[src/rtl/cg_pkg.sv]
// Shared phase codes and sizing helpers for the conjugate-gradient phase sequencer.
package cg_pkg;

    // state     | meaning
    // IDLE      | waiting for start          ALPHA/BETA | scalar divide, no reads
    // MXV..DOT  | streaming vector phases    UPDATE_*   | streaming phases that write X/R or P
    // CHECK     | one-cycle convergence test DONE       | halted until the next start
    typedef enum logic [3:0] {
        PH_IDLE      = 4'd0,
        PH_MXV       = 4'd1,
        PH_DOT_PAP   = 4'd2,
        PH_ALPHA     = 4'd3,
        PH_UPDATE_XR = 4'd4,
        PH_DOT_RR    = 4'd5,
        PH_BETA      = 4'd6,
        PH_UPDATE_P  = 4'd7,
        PH_CHECK     = 4'd8,
        PH_DONE      = 4'd9
    } phase_e;

    function automatic int vec_words(input int n_eq, input int n_units);
        return (n_eq + n_units - 1) / n_units;
    endfunction

    function automatic logic is_stream(input phase_e ph);
        return (ph == PH_MXV) || (ph == PH_DOT_PAP) || (ph == PH_UPDATE_XR) ||
               (ph == PH_DOT_RR) || (ph == PH_UPDATE_P);
    endfunction

    function automatic logic is_scalar(input phase_e ph);
        return (ph == PH_ALPHA) || (ph == PH_BETA);
    endfunction

    // The external code is only 3 bits wide, so CHECK and DONE share code 7 with UPDATE_P.
    function automatic logic [2:0] phase_code(input phase_e ph);
        logic [3:0] v_code;
        v_code = ph;
        return ((ph == PH_CHECK) || (ph == PH_DONE)) ? 3'd7 : v_code[2:0];
    endfunction

    function automatic phase_e next_phase(input phase_e ph);
        phase_e v_next;
        case (ph)
            PH_MXV:       v_next = PH_DOT_PAP;
            PH_DOT_PAP:   v_next = PH_ALPHA;
            PH_ALPHA:     v_next = PH_UPDATE_XR;
            PH_UPDATE_XR: v_next = PH_DOT_RR;
            PH_DOT_RR:    v_next = PH_BETA;
            PH_BETA:      v_next = PH_UPDATE_P;
            PH_UPDATE_P:  v_next = PH_CHECK;
            default:      v_next = PH_IDLE;
        endcase
        return v_next;
    endfunction

endpackage

[src/rtl/cg_vec_addr_counter.sv]
// Saturating word-address counter; o_done latches once an enable arrives while
// the count already sits on the last word, marking the vector as fully covered.
module cg_vec_addr_counter #(
    parameter int WORDS = 3,
    parameter int AW    = 20
) (
    input  logic          clk,
    input  logic          reset,
    input  logic          i_clear,
    input  logic          i_enable,
    output logic [AW-1:0] o_count,
    output logic          o_done
);

    localparam logic [AW-1:0] LAST = AW'(WORDS - 1);

    logic [AW-1:0] r_count;
    logic          r_done;

    always_ff @(posedge clk) begin
        if (reset || i_clear) begin
            r_count <= '0;
            r_done  <= 1'b0;
        end else if (i_enable) begin
            if (r_count == LAST) begin
                r_done <= 1'b1;
            end else begin
                r_count <= r_count + AW'(1);
            end
        end
    end

    assign o_count = r_count;
    assign o_done  = r_done;

endmodule

[src/rtl/cg_phase_sequencer.sv]
// Phase sequencer for an iterative conjugate-gradient solver: steps the datapath
// through its phases, streams vector read addresses and gates result writes.
module cg_phase_sequencer
    import cg_pkg::*;
#(
    parameter int NO_OF_UNITS         = 8,
    parameter int NUMBER_OF_EQUATIONS = 19,
    parameter int NO_OF_ITERATION     = 20,
    parameter int ADDR_WIDTH          = 20
) (
    input  logic                  clk,
    input  logic                  reset,
    input  logic                  start,
    input  logic                  converged,
    input  logic                  phase_done,
    input  logic                  wr_valid,
    output logic [2:0]            phase_id,
    output logic                  phase_start,
    output logic [ADDR_WIDTH-1:0] rd_addr,
    output logic                  rd_valid,
    output logic [ADDR_WIDTH-1:0] wr_addr,
    output logic                  x_we,
    output logic                  r_we,
    output logic                  p_we,
    output logic [10:0]           iteration_count,
    output logic                  busy,
    output logic                  halt,
    output logic                  seq_err
);

    localparam int VEC_WORDS = vec_words(NUMBER_OF_EQUATIONS, NO_OF_UNITS);

    phase_e                r_state;
    phase_e                w_next;
    logic                  r_entry;
    logic                  r_seq_err;
    logic [10:0]           r_iter;

    logic                  w_change;
    logic                  w_stream;
    logic                  w_scalar;
    logic                  w_busy;
    logic                  w_ready;
    logic                  w_early;
    logic                  w_iter_inc;
    logic                  w_iter_clr;
    logic                  w_rd_valid;
    logic                  w_rd_done;
    logic                  w_wr_done;
    logic                  w_we_ok;
    logic                  w_wr_ovf;
    logic [ADDR_WIDTH-1:0] w_rd_addr;
    logic [ADDR_WIDTH-1:0] w_wr_addr;

    cg_vec_addr_counter #(.WORDS(VEC_WORDS), .AW(ADDR_WIDTH)) u_rd_cnt (
        .clk      (clk),
        .reset    (reset),
        .i_clear  (w_change),
        .i_enable (w_rd_valid),
        .o_count  (w_rd_addr),
        .o_done   (w_rd_done)
    );

    cg_vec_addr_counter #(.WORDS(VEC_WORDS), .AW(ADDR_WIDTH)) u_wr_cnt (
        .clk      (clk),
        .reset    (reset),
        .i_clear  (w_change),
        .i_enable (wr_valid),
        .o_count  (w_wr_addr),
        .o_done   (w_wr_done)
    );

    always_ff @(posedge clk) begin
        if (reset) begin
            r_state   <= PH_IDLE;
            r_entry   <= 1'b0;
            r_iter    <= '0;
            r_seq_err <= 1'b0;
        end else begin
            r_state <= w_next;
            r_entry <= w_change && (is_stream(w_next) || is_scalar(w_next));
            if (w_iter_clr) begin
                r_iter <= '0;
            end else if (w_iter_inc) begin
                r_iter <= r_iter + 11'd1;
            end
            if (w_early || w_wr_ovf) begin
                r_seq_err <= 1'b1;
            end
        end
    end

    always_comb begin
        w_next     = r_state;
        w_early    = 1'b0;
        w_iter_inc = 1'b0;
        w_iter_clr = 1'b0;
        w_stream   = is_stream(r_state);
        w_scalar   = is_scalar(r_state);
        w_busy     = (r_state != PH_IDLE) && (r_state != PH_DONE);
        // Reads begin the cycle after entry and stop once the last word has been issued.
        w_rd_valid = w_stream && !r_entry && !w_rd_done;
        w_ready    = (w_stream && w_rd_done) || (w_scalar && !r_entry);

        case (r_state)
            PH_IDLE, PH_DONE: begin
                if (start) begin
                    w_next     = PH_MXV;
                    w_iter_clr = 1'b1;
                end
            end
            PH_CHECK: begin
                w_next = (converged || (r_iter == 11'(NO_OF_ITERATION))) ? PH_DONE : PH_MXV;
            end
            default: begin
                if (phase_done) begin
                    if (w_ready) begin
                        w_next     = next_phase(r_state);
                        w_iter_inc = (r_state == PH_UPDATE_P);
                    end else begin
                        w_early = 1'b1;
                    end
                end
            end
        endcase

        w_change = (w_next != r_state);
        w_we_ok  = wr_valid && !w_wr_done;
        w_wr_ovf = wr_valid && w_wr_done && w_busy;
    end

    assign phase_id        = phase_code(r_state);
    assign phase_start     = r_entry;
    assign rd_addr         = w_rd_addr;
    assign rd_valid        = w_rd_valid;
    assign wr_addr         = w_wr_addr;
    assign x_we            = w_we_ok && (r_state == PH_UPDATE_XR);
    assign r_we            = w_we_ok && (r_state == PH_UPDATE_XR);
    assign p_we            = w_we_ok && (r_state == PH_UPDATE_P);
    assign iteration_count = r_iter;
    assign busy            = w_busy;
    assign halt            = (r_state == PH_DONE);
    assign seq_err         = r_seq_err;

endmodule

[config.mk]
export PLATFORM = sky130hd
export DESIGN_NAME = cg_phase_sequencer
export DESIGN_NICKNAME = d
export VERILOG_FILES = /design/src/rtl/cg_pkg.sv /design/src/rtl/cg_vec_addr_counter.sv /design/src/rtl/cg_phase_sequencer.sv
export SDC_FILE = /design/constraint.sdc
export NUM_CORES = 1
export LEC_CHECK = 0
export CAP_MARGIN = 15
export CORE_MARGIN = 2
export CORE_UTILIZATION = 30
export CTS_CLUSTER_SIZE = 8
export DETAILED_ROUTE_END_ITERATION = 6
export HOLD_SLACK_MARGIN = 0.06
export PLACE_DENSITY = 0.58
export SLEW_MARGIN = 25
export SYNTH_ARGS = -nofsm -noshare
export SYNTH_HDL_FRONTEND = slang
export SYNTH_SLANG_ARGS = --single-unit
[constraint.sdc]
create_clock -name clk -period 4.4 [get_ports clk]
set_input_delay 0.66 -clock clk [delete_from_list [all_inputs] [get_ports clk]]
set_output_delay 0.66 -clock clk [all_outputs]
set_load 0.02 [all_outputs]
==> flow_summary.toml, run 1 <==
[timing]
skew_ns = 0.0135
worst_slack_ns = 1.25
worst_pin_slew_ns = 0.783
finalSetupViolations = 0
final.setup.tns_ns = 0
period_needed_ns = 3.15
slew_headroom_pct = 47.8
fmax_mhz = 318
slew_viol_final = 0
hold_viol = 0
rsz0062_at_grt = "no"
fin_crit_sh_pct = 71.6

[clock_network]
cts_buffer_depth = 2
postCtsSetupRepairBufs = 0
cts-htree-levels = 3
cts_hold_buf = 0
insertion_delay_ns = 0.34
clock_sinks = 59
cts_buffers = 9
clk_pin_slew_ns = 0.06
cts_resized = 0
cts_root_buffer = "clkbuf_8"
tritoncts = "done"

[final_layout]
nets = 440
nFillCells = 1084
syn_to_final_growth_pct = 29.0
diodes = 0
final_layout_size_suffix_gt1_share_pct = 8.31

[drt]
drtIter0Drc = 92
ant_nets = 0
drc = 0
wire_per_inst_um = 13.3
routed_wl_um = 7550
vias_per_cell = 4.81
first_pass_iters = 4
vias = 2738

[logic_synthesis]
syn_area_per_cell_sq_um = 8.63
synth_most_common_cell = "dfxtp_1"
ys_types = 51
synth_top_cell_by_area = "dfxtp_1"
ys.flop_type = "dfxtp_1"
yosysSeqAreaShare_pct = 37.5
netlist_area_sq_um = 3150
async_flop_share_pct = 0
synthTopCellsByCount = "dfxtp_1 (59), nor2_1 (57), xnor2_1 (33), nand2_1 (22), nor3_1 (22)"
ys_ff_latch = 59
syn_inst = 365
synth_edf_count = 0
yosys_warnings = 0
synth_area_leaders = "dfxtp_1 (37%), xnor2_1 (9.2%), nor2_1 (6.8%)"
synth_top_area_share_pct = 37.5
synth_nets = 377

[worst_hold_path]
hp-class = "reg -> reg"
hp-start = "u_wr_cnt.o_done"

[status]
outcome = "finished clean"

[critical_path]
critPathMaxFanout = 9
crit_type = "in -> out"
timing.rr.start = "r_state[0]"
path_cells = "clkdlybuf4s50_1, buf_4, nand3b_1, nor4_1, clkdlybuf4s50_1"
startpoint = "wr_valid"
cp_slowest_cell = "clkdlybuf4s50_1"
cp.required_ns = 3.74
crit_path_max_incr_delay_ns = 0.70
cp-end-kind = "primary output"
crit_top_cell = "clkdlybuf4s50_1"
cp_data_arrival_time_ns = 2.49
crit_path_start_kind = "input port"

[floorplan]
row_count = 37
ios = 68
design.core.area_sq_um = 10300
die_area_sq_um = 11300
die_w_um = 107
start_util_pct = 30.7
die_height_um = 107

[global_route]
grt_pass1_vias = 2629
overflow = 0
antenna_found_initial = 0
grt_pass1_wl_um = 12700
globalRouteTotalUtil_pct = 13.8
grt_max_degree = 23

[placement]
pre_cts_slack_ns = 1.22
gp_congestion = 0.803
io_buffers = 67
post-dp-hpwl_um = 5350

[pwr]
p_per_area_nw_per_um2 = 273
ir_drop_mv = 0.0877
p_leak_uw = 0.00132

[flow_run]
max_cap_violations = 0
## stage by stage
step | std cells | power, uW | util [%] | cell area, sq um | hold WS, ns
6_report | 569 | 1110 | 39.6 | 4070 | 0.498
5_1_grt | 569 | 1160 | 39.6 | 4070 | 0.544
2_1_floorplan | 365 | 604 | - | 3150 | 0.449
4_1_cts | 569 | 1130 | 39.6 | 4070 | 0.504
3_3_place_gp | 553 | 623 | 37.7 | 3870 | 0.474
3_5_place_dp | 553 | 624 | 37.7 | 3870 | 0.485
## cell families (layout without fill, tap and decap cells)
group           count (synthesis)  count (layout)  share of synthesized area [%]
flops                          59              59                           37.5
buf+inv                        35             103                           6.47
xor+xnor                       48              48                           13.6
fa+ha+maj                       6               6                           2.38
simple gates                  180             180                           30.9
compound gates                 37              37                           9.21
## worst paths after layout
path	cells past startpoint	slack, ns	endpoint
setup / recovery	5	1.25	r_we
hold / removal	2	0.50	u_wr_cnt.o_done
setup reg to reg	6	1.56	u_rd_cnt.o_count[8]
hold reg to reg	2	0.50	u_wr_cnt.o_done
## layout by cell type (no fill, tap or decap), drive strengths merged, types with 3 or more instances in the layout
master / Yosys / routed
clkdlybuf4s50: 0 / 67
dfxtp: 59 / 59
nor2: 59 / 59
xnor2: 33 / 33
nor3: 23 / 23
nand2: 22 / 22
inv: 18 / 18
nand4: 15 / 15
xor2: 15 / 15
nor4: 13 / 13
clkbuf: 3 / 11
o21ai: 11 / 11
a21oi: 11 / 11
nand3: 9 / 9
and3: 8 / 8
and4: 6 / 6
ha: 6 / 6
or3: 5 / 5
or2: 3 / 3
clkinv: 0 / 3
nand3b: 3 / 3
nand4b: 3 / 3
nor4b: 3 / 3
## sequential cells by signal, indices dropped and copies added, names as in the netlist
| signal | flops |
|---|---|
| u_rd_cnt.o_count | 20 |
| u_wr_cnt.o_count | 20 |
| iteration_count | 11 |
| r_state | 4 |
| phase_start | 1 |
| seq_err | 1 |
| u_rd_cnt.o_done | 1 |
| u_wr_cnt.o_done | 1 |
## power by group
| group | switching, uW | internal, uW | leakage (uW) | total (uW) |
|---|---|---|---|---|
| logic | 37.9 | 26.5 | 0.000744 | 64.4 |
| clock network | 223 | 274 | 0.0000991 | 498 |
| registers | 8.44 | 538 | 0.000476 | 546 |
## final cells by class
type	instances	area, sq um	share of cell area, %
tap	136	170	4.19
inverter	18	67.6	1.66
clock inverter	5	52.6	1.29
sequential	59	1180	29.1
clock buffer	11	141	3.48
timing repair buffer	69	686	16.9
multi-input combinational	271	1770	43.5
## layer usage
layer / track usage (%) / part of all wire (%) / vias up
met4: 5.01 / 1.5 / 0
met3: 3.86 / 5.0 / 10
met5: 0 / 0 / -
li1: - / - / 1400
met1: 18.9 / 50 / 1277
met2: 20.7 / 44 / 51
## critical path, delay by kind of cell
family,cells,cell delay [ns]
buffers and inverters,3,1.32
and+or+nand+nor,2,0.51
(Power assumes the default switching activity.)
==> run 2, diff against run 1 <==
==> constraint.sdc (replaced) <==
create_clock -name clk -period 3 [get_ports clk]
set_input_delay 0.45 -clock clk [delete_from_list [all_inputs] [get_ports clk]]
set_output_delay 0.45 -clock clk [all_outputs]
set_load 0.02 [all_outputs]
==> run 2 against run 1 <==
Net effect: global-route usage is 0.11 points lower; clock-buffer cell count up 3; sequential power grew 47%; flip-flop and latch count did not move; routed wire length up 0.79%; sequential share of layout area grew 0.099 points; non-clock buffer count grew 1; setup slack lost 1.1 ns; cell area is 0.34% lower; critical endpoint unchanged.
==> flow_summary.toml, run 2 (synthesis results as in run 1) <==
[timing]
worst_pin_slew_ns = 0.779
rsz0062_at_grt = "no"
final.setup.tns_ns = 0
slew_headroom_pct = 48.0
fmax_mhz = 356
period_needed_ns = 2.81
hold_viol = 0
fin_crit_sh_pct = 93.7
skew_ns = 0.00565
finalSetupViolations = 0
slew_viol_final = 0

[final_layout]
seqCellArea_sq_um = 1180
nFillCells = 1054
syn_to_final_growth_pct = 28.5
layout_common_cells = "clkdlybuf4s50_1 (67), dfxtp_1 (59), nor2_1 (57)"
final_cell_area_sq_um = 4050
diodes = 0
final_core_util_pct = 39.4
multi_input_area_sq_um = 1770
layout_commonest_cell = "clkdlybuf4s50_1"
nets = 441
final_layout_size_suffix_gt1_share_pct = 8.06

[placement]
place_area_sq_um = 3880
io_buffers = 67
gp_congestion = 0.799
post-dp-hpwl_um = 5420

[drt]
routed_wl_um = 7610
vias = 2766
vias_per_cell = 4.85
ant_nets = 0
drc = 0
first_pass_iters = 4
wire_per_inst_um = 13.3
drtIter0Drc = 65

[pwr]
p_leak_uw = 0.00132
p_per_area_nw_per_um2 = 383
ir_drop_mv = 0.152

[critical_path]
cp-end-kind = "primary output"
crit_path_start_kind = "flip-flop"
crit_buf_inv = 1
regToRegSetupSlack_ns = 0.55
path_cells = "nand3b_1, nor4_1, clkdlybuf4s50_1"
cp_slowest_cell = "clkdlybuf4s50_1"
crit_path_max_incr_delay_ns = 0.72
cp_data_arrival_time_ns = 2.36
cpLargestDelayFamily = "buffers and inverters"
cp.required_ns = 2.55
crit_type = "reg -> out"
critPathMaxFanout = 14

[global_route]
antenna_found_initial = 0
overflow = 0
grt_pass1_wl_um = 12400
grt_pass1_vias = 2454
globalRouteTotalUtil_pct = 13.7
grt_max_degree = 43

[status]
outcome = "finished clean"

[clock_network]
insertion_delay_ns = 0.33
tritoncts = "done"
cts_buffer_depth = 2
cts_root_buffer = "clkbuf_8"
cts_buffers = 9
cts_hold_buf = 0
clock_sinks = 59
cts_resized = 0
cts-htree-levels = 3
clk_pin_slew_ns = 0.06
postCtsSetupRepairBufs = 0

[worst_hold_path]
hp-class = "reg -> reg"

[floorplan]
ios = 68
die_w_um = 107
die_area_sq_um = 11300
row_count = 37
design.core.area_sq_um = 10300
start_util_pct = 30.7
die_height_um = 107

[flow_run]
max_cap_violations = 0
==> run 2: layer usage <==
layer / routed length (um) / vias up / track usage, %
met5: 0 / - / 0
met1: 3730 / 1310 / 18.9
met3: 245 / 10 / 2.76
met4: 133 / 0 / 6.12
met2: 3500 / 49 / 20.6
li1: - / 1397 / -
==> run 2: worst paths after layout <==
path / cells after the start / start / end
hold reg to reg: 2 / u_wr_cnt.o_done / u_wr_cnt.o_done
setup reg to reg: 6 / r_state[0] / u_wr_cnt.o_count[17]
hold / removal: 2 / u_wr_cnt.o_done / u_wr_cnt.o_done
setup / recovery: 3 / r_state[2] / r_we
==> run 2: per-stage QoR <==
stage          cells  setup WS, ns  power [uW]  hold WS (ns)
2_1_floorplan    365         0.846         886         0.449
3_3_place_gp     554         0.337         915         0.478
3_5_place_dp     554         0.296         917         0.504
4_1_cts          570         0.174        1590         0.521
5_1_grt          570       0.00314        1630         0.561
6_report         570         0.189        1550         0.513
==> run 2: tightest hold or removal path, stage by stage (launching register included) <==
cell and delay [ns]:
dfxtp_1 0.35, a21oi_1 0.05, nor2_1 0.08
==> run 2: cell type report <==
type / count / share of cell area (%)
Tap cell: 136 / 4.20
Multi-Input combinational cell: 271 / 43.6
Sequential cell: 59 / 29.2
Timing Repair Buffer: 70 / 17.1
Clock buffer: 14 / 4.01
Clock inverter: 2 / 0.247
Inverter: 18 / 1.67
==> run 2: power breakdown <==
group          total (uW)  switching [uW]  internal, uW
clock                 653             309           343
sequential            802            12.6           789
combinational        96.6            56.6          39.9
==> edit 1: new RTL, config.mk and constraints of run 2 <==
Make the reset (`reset`) asynchronous in one clocked block.
--- a/src/rtl/cg_phase_sequencer.sv
+++ b/src/rtl/cg_phase_sequencer.sv
@@ -72,3 +72,3 @@
 
-    always_ff @(posedge clk) begin
+    always_ff @(posedge clk or posedge reset) begin
         if (reset) begin
Function: differs if reset is asserted again (counterexample within 4 cycles, from zero or initial values and one cycle with reset high); with reset held inactive, the same outputs for 10 cycles.
==> edit 1 against run 2 <==
  * Count of clock-buffer cells in the layout decreased by 3
  * Clock skew grew 0.0042 ns
  * Cell area rose by 2.8%
  * Via count is 0.87% lower
  * Register-to-register slack improved by 0.33 ns
  * Setup slack gained 0.0072 ns
  * Sequential cell count stayed put
  * Synthesized area rose by 0.99%
  * Cell count down 1.2%
  * Routed wire length up 1.5%
  * Die area is 0.95% higher
  * Critical endpoint unchanged
Power is not compared: it rests on default switching activity, and its combinational part moved more than twofold at a synthesized area within 25%.
==> edit 1: results <==
set metrics [dict create \
    cp_slowest_cell "clkdlybuf4s50_1" \
    wl_met1_um 3770 \
    post-place-ws_ns 0.274 \
    synthArstFlopShare_pct 28.8 \
    clockRootBuffer "clkbuf_8" \
    firstDrtPassIters 6 \
    first_iter_violations 101 \
    grt_pass1_vias 2565 \
    top_layer "met4" \
    peakVddDrop_uv 246 \
    ys_seq_area_share_pct 39.8 \
    grt_pass1_wl_um 13000 \
    place_area_sq_um 3960 \
    htree_levels 3 \
    dp_hpwl_um 5460 \
    grt_max_degree 42 \
    grt_use_total_pct 14.2 \
    status "finished clean" \
    io_buffers 67 \
    grt_use_met2_pct 21.6 \
    synth_cells 356 \
    use_met3_pct 3.10 \
    met1_usage_pct 19.3 \
    synth_fp_nets 368 \
    fin_cells 563 \
    diodes 0 \
    synth.area.top_cells "dfxtp_1, dfrtp_1, xnor2_1, nor2_1, xor2_1" \
    min_path_type "reg -> reg" \
    num_vias 2742 \
    place.gp.congestion 0.819 \
    leakagePower_nw 1.47 \
    crit_path_max_incr_delay_ns 0.65 \
    dp.cells 547 \
    wl_met3_um 304 \
    ys_types 52 \
    worstPathMaxFanout 12 \
    slew_headroom_pct 54.9 \
    nNetsFinal 434 \
    wl_per_cell_um 13.7 \
    yosys-top-cells-count "nor2_1, dfxtp_1, xnor2_1" \
    path_clk_slew_ns 0.07 \
    clock_latency_ns 0.34 \
    yosys_warnings 0 \
    crit_arrival_ns 2.35 \
    wl_met2_um 3510 \
    drive_gt1_share_pct 10.8 \
    ctsResizeCount 0 \
    cp_top_family "buffers and inverters" \
    antenna_found_initial 0 \
    synth-main-ff-cell "dfxtp_1" \
    clk_path_buf_depth 2 \
    cts_buffers 9 \
    cts_setup_buffers 0 \
    fin_worst_skew_ns 0.00989 \
]
## edit 1: changes by cell type in the layout (fill, tap and decap cells not counted), sizes merged, moves of 4 or more
cell / before / now
nor4: 13 / 20
xnor2: 33 / 26
nand3: 9 / 17
inv: 18 / 14
nor3: 23 / 16
xor2: 15 / 21
nor2: 59 / 65
dfrtp: 0 / 17
a21oi: 11 / 3
o21ai: 11 / 4
dfxtp: 59 / 42
## edit 1: cells by family after synthesis
group	count (synthesis)	share of synthesized area [%]
AND/OR/NAND/NOR	188	32.3
XOR/XNOR	47	13.5
multiplexers	1	0.314
adder cells (fa/ha/maj)	6	2.36
flip-flops	59	39.8
AO/OA/AOI/OAI	26	6.84
buffers and inverters	29	4.91
## edit 1: path summary, 6_finish.rpt
kind / startpoint / endpoint / slack [ns] / depth (start not counted)
max reg2reg: r_state[1]$_DFF_PP0_ / u_wr_cnt.o_count[8]$_SDFFE_PP0P_ / 0.88 / 6
min in group asynchronous: reset / r_state[3]$_DFF_PP0_ / 0.57 / 2
min: seq_err$_DFFE_PP0P_ / seq_err$_DFFE_PP0P_ / 0.49 / 2
max: r_state[2]$_DFF_PP0_ / r_we / 0.20 / 4
min reg2reg: seq_err$_DFFE_PP0P_ / seq_err$_DFFE_PP0P_ / 0.49 / 2
max in group asynchronous: reset / iteration_count[2]$_DFFE_PP0P_ / 1.99 / 2
## edit 1: where the power goes
group / switching (mW) / internal (mW)
clock: 0.338 / 0.410
sequential: 0.116 / 0.839
combinational: 0.476 / 0.345
## edit 1: layout make-up
type	instances	area [sq um]
Clock buffer	11	141
Clock inverter	5	60.1
Fill cell	1056	6160
Inverter	12	45.0
Multi-Input combinational cell	268	1760
Sequential cell	59	1270
Tap cell	136	170
Timing Repair Buffer	72	721
==> edit 2: new RTL, config.mk and constraints of run 2 <==
Made on the original files. Set the parameter `ADDR_WIDTH` to 30 (it was 20).
--- a/src/rtl/cg_phase_sequencer.sv
+++ b/src/rtl/cg_phase_sequencer.sv
@@ -8,3 +8,3 @@
     parameter int NO_OF_ITERATION     = 20,
-    parameter int ADDR_WIDTH          = 20
+    parameter int ADDR_WIDTH          = 30
 ) (
Interface: changed (resized rd_addr and wr_addr); port bits go from 68 to 88. No check against the original RTL was run, so the function may have changed too.
==> edit 2 against run 2 <==
  * Sequential cell count grew 20
  * Non-clock buffer count grew 20
  * Setup slack gained 0.043 ns
  * Cell area grew 34%
  * Hold slack gained 0.018 ns
  * Power grew 54%
  * Routed wire length grew 39%
  * Synthesized area grew 31%
  * Die area grew 29%
  * Critical endpoint is now p_we
==> edit 2: results <==
set metrics [dict create \
    status "finished clean" \
    nFillCells 1388 \
    cts_buffers 9 \
    crit_path_max_incr_delay_ns 0.68 \
    nNetsFinal 578 \
    peakVddDrop_uv 209 \
    crit_arrival_ns 2.32 \
    fin_worst_skew_ns 0.00665 \
    grt_pass1_wl_um 17800 \
    wl_um 10600 \
    synth_fp_nets 497 \
    dp_hpwl_um 7460 \
    viasPerCell 5.07 \
    clockRootBuffer "clkbuf_16" \
    ys_seq_area_share_pct 38.4 \
    synth.area.top_cells "dfxtp_1, xor2_1, nor2_1, nand4_1, xnor2_1" \
    drive_gt1_share_pct 10.3 \
    leakagePower_nw 1.76 \
    io_buffers 87 \
    tightest_slew_ns 0.669 \
    clk_path_buf_depth 2 \
    cp_slowest_cell "dfxtp_1" \
    grt_use_total_pct 15.1 \
    yosys-top-cells-count "dfxtp_1, nor2_1, xor2_1" \
    first_iter_violations 172 \
    ys_types 50 \
]
-- edit 2: changes by cell type after synthesis, moves of 12 or more --
| cell | run 2 | this run |
|---|---|---|
| a21oi_2 | 4 | 16 |
| nand3_1 | 9 | 23 |
| dfxtp_1 | 59 | 79 |
| nand2_1 | 22 | 34 |
| nand4_1 | 15 | 28 |
| xor2_1 | 14 | 36 |
| xnor2_1 | 33 | 20 |
-- edit 2: power by group --
group	switching (mW)	leakage, nW	internal (mW)
Combinational	0.0764	0.970	0.0435
Clock	0.445	0.156	0.752
Sequential	0.0117	0.637	1.05
Total	0.533	1.76	1.85
-- edit 2: per-layer routing --
metal	vias up	GRT usage, %	share of wire (%)
met3	21	3.43	4.5
met2	106	23.9	46
met4	0	7.26	2.6
li1	1893	-	-
met1	1770	19.4	47
met5	-	0	0
-- edit 2: final timing paths --
check        slack [ns]                                end  cells past startpoint
max                0.23                               p_we                      4
min                0.53  u_rd_cnt.o_count[27]$_SDFFE_PP0P_                      2
max reg2reg        0.57  u_rd_cnt.o_count[20]$_SDFFE_PP0P_                      6
min reg2reg        0.53  u_rd_cnt.o_count[27]$_SDFFE_PP0P_                      2
-- edit 2: cells by family after synthesis --
family / share of synthesized area, %
buf+inv: 4.92
mux: 0.243
simple gates: 32.0
compound gates: 10.7
xor+xnor: 11.9
fa+ha+maj: 1.82
flops: 38.4
-- edit 2: cell type report --
class                           count  area share, %
Timing Repair Buffer               90           16.7
Multi-Input combinational cell    371           43.1
Sequential cell                    79           29.2
Clock inverter                      5           1.50
Inverter                           15           1.04
Tap cell                          176           4.06
Clock buffer                       11           4.47
-- edit 2: worst register-to-register path: stages, from the launching register on --
cell	delay, ns
dfxtp_1	0.68
inv_2	0.17
o31ai_4	0.28
nor3_2	0.11
or4_2	0.69
buf_12	0.23
a21oi_1	0.20
-- edit 2: metrics by stage --
| step | hold slack, ns | area (sq um) | total power [mW] | instances | setup slack [ns] |
|---|---|---|---|---|---|
| 2_1_floorplan | 0.485 | 4120 | 1.17 | 485 | 0.702 |
| 3_3_place_gp | 0.506 | 5100 | 1.21 | 731 | 0.389 |
| 3_5_place_dp | 0.517 | 5100 | 1.21 | 731 | 0.365 |
| 4_1_cts | 0.528 | 5430 | 2.41 | 747 | 0.215 |
| 5_1_grt | 0.557 | 5430 | 2.46 | 747 | 0.118 |
| 6_report | 0.530 | 5430 | 2.38 | 747 | 0.232 |
